$ cat src/rtl/idma_nd_rsp_tagger.sv
// idma_nd_rsp_tagger
//   Responder-side companion of the ND midend. 1D burst requests are passed
//   straight through to the backend. The opt.last flag of each accepted request
//   is stored in an in-order tag FIFO. Each backend response leaves with its
//   rsp.last set from the head of that FIFO. Errors from the intermediate
//   bursts of an ND transfer are collected and folded into that transfer's
//   final (last = 1) response. This means the one response the midend forwards
//   still reports any earlier failure.
//
// Ports
//   clk_i, rst_ni       clock, asynchronous active-low reset
//   req_i/valid/ready   1D burst request from the midend
//   be_req_o/valid/rdy  request forwarded to the backend
//   be_rsp_i/valid/rdy  backend response, one per request, in order
//   rsp_o/valid/ready   tagged response to the midend
//   outstanding_o       bursts accepted but not yet answered
//   busy_o              bursts in flight or an error pending for the transfer

package idma_nd_rsp_tagger_pkg;

  typedef struct packed {
    logic last;
  } opt_t;

  typedef struct packed {
    logic [31:0] length;
    logic [31:0] src_addr;
    logic [31:0] dst_addr;
    opt_t        opt;
  } req_t;

  typedef struct packed {
    logic        last;
    logic        error;
    logic [31:0] pld;
  } rsp_t;

endpackage

module idma_nd_rsp_tagger #(
  parameter int unsigned NumOutstanding = 8,
  parameter type idma_req_t = idma_nd_rsp_tagger_pkg::req_t,
  parameter type idma_rsp_t = idma_nd_rsp_tagger_pkg::rsp_t,
  localparam int unsigned CntW = $clog2(NumOutstanding + 1)
) (
  input  logic            clk_i,
  input  logic            rst_ni,
  input  idma_req_t       req_i,
  input  logic            req_valid_i,
  output logic            req_ready_o,
  output idma_req_t       be_req_o,
  output logic            be_req_valid_o,
  input  logic            be_req_ready_i,
  input  idma_rsp_t       be_rsp_i,
  input  logic            be_rsp_valid_i,
  output logic            be_rsp_ready_o,
  output idma_rsp_t       rsp_o,
  output logic            rsp_valid_o,
  input  logic            rsp_ready_i,
  output logic [CntW-1:0] outstanding_o,
  output logic            busy_o
);

  localparam int unsigned PtrW = (NumOutstanding > 1) ? $clog2(NumOutstanding) : 1;
  localparam int unsigned PldW = $bits(be_rsp_i.pld);

  logic [NumOutstanding-1:0] tag_q;
  logic [PtrW-1:0]           wr_ptr_q, rd_ptr_q;
  logic [CntW-1:0]           count_q;
  logic                      err_q;
  logic [PldW-1:0]           err_pld_q;

  logic full, empty, push, pop, head;

  // Pointers wrap explicitly so that a depth that is not a power of two works.
  function automatic logic [PtrW-1:0] ptr_inc(input logic [PtrW-1:0] p);
    if (p == PtrW'(NumOutstanding - 1)) return '0;
    else return p + PtrW'(1);
  endfunction

  assign full  = (count_q == CntW'(NumOutstanding));
  assign empty = (count_q == '0);
  assign head  = tag_q[rd_ptr_q];

  // A pop does not free a slot for a push in the same cycle. This keeps
  // req_ready_o off the response-path timing.
  assign be_req_o       = req_i;
  assign be_req_valid_o = req_valid_i & ~full;
  assign req_ready_o    = be_req_ready_i & ~full;
  assign push           = be_req_valid_o & be_req_ready_i;

  // There is no fall-through: a tag has to be stored before its response
  // can leave.
  assign rsp_valid_o    = be_rsp_valid_i & ~empty;
  assign be_rsp_ready_o = rsp_ready_i & ~empty;
  assign pop            = rsp_valid_o & rsp_ready_i;

  assign outstanding_o  = count_q;
  assign busy_o         = ~empty | err_q;

  // The final response of a transfer carries every earlier error. Its payload
  // is the payload of the first error seen.
  always_comb begin
    rsp_o      = be_rsp_i;
    rsp_o.last = head;
    if (head) begin
      rsp_o.error = be_rsp_i.error | err_q;
      if (err_q) rsp_o.pld = err_pld_q;
    end
  end

  always_ff @(posedge clk_i or negedge rst_ni) begin
    if (!rst_ni) begin
      tag_q     <= '0;
      wr_ptr_q  <= '0;
      rd_ptr_q  <= '0;
      count_q   <= '0;
      err_q     <= 1'b0;
      err_pld_q <= '0;
    end else begin
      if (push) begin
        tag_q[wr_ptr_q] <= req_i.opt.last;
        wr_ptr_q        <= ptr_inc(wr_ptr_q);
      end
      if (pop) rd_ptr_q <= ptr_inc(rd_ptr_q);

      if (push && !pop)      count_q <= count_q + CntW'(1);
      else if (!push && pop) count_q <= count_q - CntW'(1);

      if (pop) begin
        if (head) begin
          err_q     <= 1'b0;
          err_pld_q <= '0;
        end else if (be_rsp_i.error && !err_q) begin
          err_q     <= 1'b1;
          err_pld_q <= be_rsp_i.pld;
        end
      end
    end
  end

  // A backend response with no request outstanding has no tag to pair with.
  a_no_orphan_rsp : assert property (@(posedge clk_i) disable iff (!rst_ni)
                                     !(be_rsp_valid_i && empty));

endmodule
$ cat config.mk
export PLATFORM = sky130hd
export DESIGN_NAME = idma_nd_rsp_tagger
export DESIGN_NICKNAME = d
export VERILOG_FILES = /design/src/rtl/idma_nd_rsp_tagger.sv
export SDC_FILE = /design/constraint.sdc
export NUM_CORES = 1
export LEC_CHECK = 0
export ABC_AREA = 1
export ABC_CLOCK_PERIOD_IN_PS = 5100
export BUFFER_PORTS_ARGS = -buffer_cell sky130_fd_sc_hd__buf_2
export CAP_MARGIN = 0
export CORE_AREA = 2 2 107 109
export CTS_CLUSTER_DIAMETER = 150
export DETAILED_ROUTE_END_ITERATION = 10
export DIE_AREA = 0 0 109 111
export PLACE_DENSITY = 0.7
export SLEW_MARGIN = 15
export SYNTH_ARGS = -nofsm -noshare
export SYNTH_HDL_FRONTEND = slang
export SYNTH_SLANG_ARGS = --single-unit
$ cat constraint.sdc
create_clock -name clk_i -period 5.1 [get_ports clk_i]
set_input_delay 1.53 -clock clk_i [delete_from_list [all_inputs] [get_ports clk_i]]
set_output_delay 1.53 -clock clk_i [all_outputs]
set_load 0.01 [all_outputs]
==> flow_summary_export.csv, run 1 <==
group,metric,value,unit
power,seqPwrFrac,30.4,%
worst_setup_path,path_buf_inv,3,
cts,cts_sinks,51,
worst_setup_path,critPathTopFamily,"simple AND/OR/NAND/NOR gates",
worst_setup_path,startpoint,"rd_ptr_q[0]",
synthesis,synth_area,3781,um^2
detailed_routing,drc_errors,0,
timing,fin_crit_sh,76.28,%
global_routing,grt_pass1_vias,3063,
worst_setup_path,worstPathCellList,"inv_2 -> nand2_1 -> nand3_1 -> nand3_2 -> nand2_4 -> inv_4 -> nand3_1 -> nand2_1 -> buf_2",
worst_setup_path,required,3.57,ns
worst_hold_path,hp-start,"tag_q[1]",
detailed_routing,firstDrtPassIters,4,
placed_design,gp_congestion,0.8246,
timing,setup_viol,0,
floorplanning,die_x,109,um
power,p_int,1066,uW
worst_setup_path,endpoint_kind,"output pin",
synthesis,synthesis.area_per_instance,7.487,um^2
power,power.share.clock,15.5,%
power,combPwrFrac,54.0,%
cts,cts_resized,0,
detailed_routing,drt-wirelength-per-cell,16.82,um
cells_and_area,multi_input_area,1470,um^2
power,p_sw,1054,uW
cells_and_area,num-fill-cells,1177,
power,powerDensity,580.2,nW/um^2
cells_and_area,final_core_util,32.98,%
cells_and_area,num_antenna_cells,0,
worst_setup_path,timing.rr.end,"outstanding_o[3]",
floorplanning,dieArea,12100,um^2
cts,cts.path.max_buffers,2,
cells_and_area,mostFrequentLayoutCell,"nand2_1",
worst_setup_path,rr_startpoint,"outstanding_o[0]",
power,fin_total_pwr,2120,uW
worst_setup_path,critPathCapture,"rsp_o[12]",
timing,tns,0,ns
cells_and_area,mostFrequentLayoutCells,"nand2_1, buf_2, nand3_1, dfrtp_1, o21ai_1",
cells_and_area,num-nets-final,617,
worst_setup_path,max_stage_delay,0.49,ns
worst_setup_path,worst_r2r_path_depth,13,
synthesis,ys_seq_area_share,33.75,%
floorplanning,initial_utilization,34.14,%
detailed_routing,drt_iter0_markers,149,
run,cap_violations,0,
timing,relSlewSlack,48.58,%
cts,cts_setup_buffers,0,
floorplanning,rows,39,
floorplanning,die_y,111,um
cts,cts_tree,"done",
synthesis,syn_nets,650,
timing,drv_slew,0,
worst_setup_path,rrSetupSlack,2.59,ns
detailed_routing,vias,3149,
synthesis,ys_seq_elements,51,
power,p_leak,0.001960,uW
timing,skew,0.009542,ns
detailed_routing,antenna_left,0,
worst_setup_path,critPathSlowestCell,"nand2_4",
cts,holdBufCountCts,0,
cts,clkTransAtPathRegs,0.07,ns
timing,finalHoldViolCount,0,
cells_and_area,syn2layout_area_growth,-3.375,%
timing,finalCriticalPeriod,3.890,ns
synthesis,yosysWarnings,0,
placed_design,place_hpwl,7464,um
cts,cts-root-buf,"clkbuf_16",
global_routing,grt_max_degree,62,
run_status,status,"complete, no violations",
worst_setup_path,cp.depth,9,
synthesis,synthCells,505,
global_routing,antenna_found_initial,0,
worst_setup_path,crit_path_start_kind,"flip-flop",
timing,timing.fmax,257.1,MHz
cts,clk_latency,0.29,ns
worst_setup_path,criticalPathCategory,"reg2out",
floorplanning,core_area,11080,um^2
global_routing,grt_pass1_wl,16430,um
global_routing,overflow,0,
cts,h-tree-depth,2,
cells_and_area,drive_gt1_share,22.83,%
global_routing,grtUsageTotal,17.22,%
timing,tightest_slew,0.7704,ns
power,vdd_ir_drop_max,0.3135,mV
cts,cts_buffers,5,
cells_and_area,seq_area,1276,um^2
worst_setup_path,crit_fanout,61,
worst_setup_path,cp_data_arrival_time,2.36,ns
floorplanning,ios,277,
synthesis,yosysUniqueCellTypes,26,
worst_hold_path,min_path_type,"reg2reg",
power,swShare,49.71,%
detailed_routing,routed_via_density,5.112,
timing,rsz0062_at_grt,"no",
detailed_routing,routed_wl,10360,um
placed_design,port_buffers,83,
## cell type report
| cell class | count | share of cell area [%] |
|---|---|---|
| multi-input combinational | 292 | 40.24 |
| sequential | 51 | 34.93 |
| timing repair buffer | 88 | 12.40 |
| tap | 143 | 4.897 |
| inverter | 34 | 3.562 |
| clock buffer | 5 | 3.425 |
| clock inverter | 3 | 0.5479 |
## power by group through the flow
stage / combinational (uW) / sequential, uW / clock, uW
after floorplan: 963 / 633 / 0
after global placement: 1120 / 643 / 0
after detailed placement: 1150 / 653 / 0
after CTS: 1150 / 646 / 342
after global routing: 1290 / 668 / 361
final: 1150 / 645 / 329
## registers in the layout, indices dropped and copies added (netlist names)
name,count
err_pld_q,32
err_q,1
outstanding_o,4
rd_ptr_q,3
tag_q,8
wr_ptr_q,3
## cells in the mapped netlist
master,number,area [um^2]
mux2_2,1,11.26
nor2_4,1,11.26
buf_6,4,45.04
nand4_1,27,168.9
buf_4,100,750.7
a21oi_1,2,10.01
a31oi_1,1,6.260
inv_4,1,6.260
inv_1,32,120.1
dfrtp_1,51,1276
o21ai_1,33,165.2
o211ai_1,1,7.510
nand2_1,106,397.9
buf_2,15,75.07
nor2_1,8,30.03
clkbuf_1,9,33.78
o21ai_0,16,80.08
nand3_2,3,30.03
nand3_1,78,390.4
nor2_2,2,12.51
inv_2,1,3.750
fa_1,1,20.02
nand2_2,2,12.51
xnor2_1,2,17.52
ha_1,7,87.58
nand2_4,1,11.26
## worst min-delay path: cells and delay by family (launching register included)
family / cells / cell delay [ns]
DFF: 1 / 0.35
AOI/OAI and AO/OA: 1 / 0.06
and+or+nand+nor: 1 / 0.05
## how the worst min path moves through the flow
stage	to	slack (ns)	cells after the start
finish	tag_q[1]	0.49	2
global route	err_pld_q[4]	0.53	2
CTS	tag_q[1]	0.49	2
detailed placement	tag_q[1]	0.48	2
global placement	tag_q[6]	0.47	2
floorplan	tag_q[0]	0.45	2
## logic make-up (layout without fill, tap and decap cells)
kind of cell | count (synthesis) | count (layout) | synth area share, %
buf+inv | 162 | 130 | 27.37
xor+xnor | 2 | 2 | 0.4634
compound gates | 53 | 53 | 7.115
mux | 1 | 1 | 0.2978
flops | 51 | 51 | 33.75
simple gates | 228 | 228 | 28.16
fa+ha+maj | 8 | 8 | 2.846
## metrics by stage
stage | hold WS, ns | cells | area (um^2) | setup WS (ns)
after floorplan | 0.4530 | 505 | 3781 | 1.772
after global placement | 0.4707 | 608 | 3508 | 1.575
after detailed placement | 0.4758 | 608 | 3508 | 1.536
after CTS | 0.4928 | 616 | 3654 | 1.216
after global routing | 0.5283 | 616 | 3654 | 0.9624
final | 0.4867 | 616 | 3654 | 1.210
## per-layer routing
layer	GRT usage, %	vias up	wire, um
met1	20.21	1458	3898
met2	27.25	158	4775
met5	3.571	-	52
met4	4.701	2	225
li1	-	1493	-
met3	8.642	38	1409
Power figures use the tool's default switching activity.
==> run 2, diff against run 1 <==
--- a/config.mk
+++ b/config.mk
@@ -6,14 +6,14 @@
 export NUM_CORES = 1
 export LEC_CHECK = 0
 export ABC_AREA = 1
-export ABC_CLOCK_PERIOD_IN_PS = 5100
+export ABC_CLOCK_PERIOD_IN_PS = 3200
 export BUFFER_PORTS_ARGS = -buffer_cell sky130_fd_sc_hd__buf_2
 export CAP_MARGIN = 0
-export CORE_AREA = 2 2 107 109
+export CORE_AREA = 2 2 108 110
 export CTS_CLUSTER_DIAMETER = 150
 export DETAILED_ROUTE_END_ITERATION = 10
-export DIE_AREA = 0 0 109 111
-export PLACE_DENSITY = 0.7
+export DIE_AREA = 0 0 110 112
+export PLACE_DENSITY = 0.72
 export SLEW_MARGIN = 15
 export SYNTH_ARGS = -nofsm -noshare
 export SYNTH_HDL_FRONTEND = slang
==> constraint.sdc (replaced) <==
create_clock -name clk_i -period 3.2 [get_ports clk_i]
set_input_delay 0.96 -clock clk_i [delete_from_list [all_inputs] [get_ports clk_i]]
set_output_delay 0.96 -clock clk_i [all_outputs]
set_load 0.01 [all_outputs]
==> run 2 against run 1 <==
Register-to-register slack got worse by 1.7 ns. Cell area increased by 2.1%. Die area is 1.8% higher. Cell count increased by 0.49%. Clock power rose by 89%. Largest cell class unchanged. Via count grew 1.1%. Critical endpoint unchanged.
==> flow_summary_export.csv, run 2 (synthesis results as in run 1) <==
group,metric,value,unit
floorplanning,initial_utilization,33.84,%
cells_and_area,largest_register_ffs,32,
worst_setup_path,worst_r2r_path_depth,13,
worst_setup_path,crit_path_start_kind,"flip-flop",
cells_and_area,top_register,"err_pld_q",
cells_and_area,syn2layout_area_growth,-1.390,%
worst_setup_path,rr_startpoint,"outstanding_o[1]",
timing,hold_ws,0.4891,ns
cts,cts_buffers,5,
cts,clkTransAtPathRegs,0.07,ns
cts,cts_setup_buffers,0,
placed_design,place_hpwl,7005,um
cells_and_area,num-nets-final,620,
cells_and_area,stdcell_count,619,
timing,tightest_slew,0.6763,ns
cells_and_area,drive_gt1_share,23.32,%
detailed_routing,antenna_left,0,
cts,cts.path.max_buffers,2,
timing,relSlewSlack,54.91,%
cells_and_area,seq_area,1276,um^2
detailed_routing,routed_wl,10010,um
timing,finalCriticalPeriod,2.986,ns
worst_setup_path,rrSetupSlack,0.94,ns
cts,h-tree-depth,2,
timing,skew,0.008638,ns
worst_hold_path,hp-start,"tag_q[4]",
floorplanning,core_area,11170,um^2
global_routing,antenna_found_initial,0,
placed_design,gp_congestion,0.7652,
cts,cts_sinks,51,
cts,clk_latency,0.29,ns
cts,cts-root-buf,"clkbuf_16",
floorplanning,die_y,112,um
detailed_routing,vias,3183,
floorplanning,ios,277,
power,vdd_ir_drop_max,0.5029,mV
worst_setup_path,crit_fanout,33,
worst_hold_path,min_to,"tag_q[4]",
worst_setup_path,required,2.24,ns
cells_and_area,mostFrequentLayoutCell,"nand2_1",
worst_hold_path,whs_path_depth,2,
worst_setup_path,criticalPathCategory,"reg2out",
placed_design,port_buffers,83,
timing,drv_slew,0,
placed_design,dp.cells,611,
timing,setup_viol,0,
detailed_routing,routed_via_density,5.142,
worst_setup_path,timing.rr.end,"outstanding_o[3]",
worst_setup_path,endpoint_kind,"output pin",
global_routing,overflow,0,
global_routing,grt_max_degree,52,
global_routing,grtUsageTotal,16.23,%
power,fin_total_pwr,3569,uW
timing,rsz0062_at_grt,"no",
timing,tns,0,ns
cells_and_area,final_core_util,33.37,%
detailed_routing,firstDrtPassIters,4,
cells_and_area,num_antenna_cells,0,
floorplanning,rows,39,
detailed_routing,drc_errors,0,
timing,finalHoldViolCount,0,
timing,timing.fmax,334.9,MHz
floorplanning,dieArea,12320,um^2
run,cap_violations,0,
cts,cts_tree,"done",
detailed_routing,drt-wirelength-per-cell,16.17,um
timing,fin_crit_sh,93.30,%
cells_and_area,num-fill-cells,1165,
worst_hold_path,min_path_type,"reg2reg",
cts,holdBufCountCts,0,
global_routing,grt_pass1_vias,3037,
global_routing,grt_pass1_wl,15660,um
detailed_routing,drt_iter0_markers,286,
worst_setup_path,cp_data_arrival_time,2.03,ns
cells_and_area,mostFrequentLayoutCells,"nand2_1, buf_2, nand3_1, dfrtp_1, o21ai_1",
cts,cts_resized,0,
cells_and_area,multi_input_area,1470,um^2
run_status,status,"complete, no violations",
power,powerDensity,957.3,nW/um^2
power,p_leak,0.002002,uW
floorplanning,die_x,110,um
[run 2: cell count changes in the layout (fill, tap and decap cells not counted), sizes merged]
cell / previous run / this run
buf: 88 / 91
bufinv: 0 / 1
clkinvlp: 2 / 0
inv: 34 / 35
[run 2: how the worst max path moves through the flow]
stage	from	end	slack [ns]	cells after the start
finish	rd_ptr_q[0]	rsp_o[12]	0.21	9
global route	rd_ptr_q[0]	rsp_o[16]	0.03	9
CTS	rd_ptr_q[0]	rsp_o[17]	0.20	9
detailed placement	rd_ptr_q[0]	rsp_o[17]	0.53	9
global placement	rd_ptr_q[0]	rsp_o[13]	0.58	9
floorplan	be_rsp_valid_i	outstanding_o[3]	0.48	14
[run 2: cell type report]
class                      count  area share, %
tap                          143          4.799
sequential                    51          34.23
clock inverter                 3          1.275
multi-input combinational    292          39.43
clock buffer                   5          3.356
inverter                      34          3.490
timing repair buffer          91          13.42
[run 2: per-stage QoR]
step,setup WS (ns),area [um^2]
floorplan,0.4767,3781
global placement,0.5755,3556
detailed placement,0.5320,3556
CTS,0.1996,3729
global route,0.03214,3729
finish,0.2144,3729
[run 2: critical path, cell delays in order, from the launching register on]
cell and delay [ns]:
dfrtp_1 0.47, inv_2 0.09, nand2_1 0.07, nand3_1 0.08
nand3_2 0.11, nand2_4 0.17, inv_4 0.34, nand3_1 0.11
nand2_1 0.14, buf_2 0.15
[run 2: power breakdown]
group | switching (uW) | internal [uW] | leakage [uW]
Sequential | 170 | 856 | 0.000668
Clock | 249 | 373 | 0.0000844
Combinational | 1290 | 627 | 0.00125
Total | 1710 | 1860 | 0.00200
[run 2: per-layer routing]
metal | track usage [%] | wire (um) | vias to the layer above
li1 | - | - | 1497
met1 | 19.25 | 3865 | 1487
met2 | 27.03 | 4918 | 163
met3 | 5.211 | 953 | 36
met4 | 6.160 | 273 | 0
met5 | 0 | 0 | -
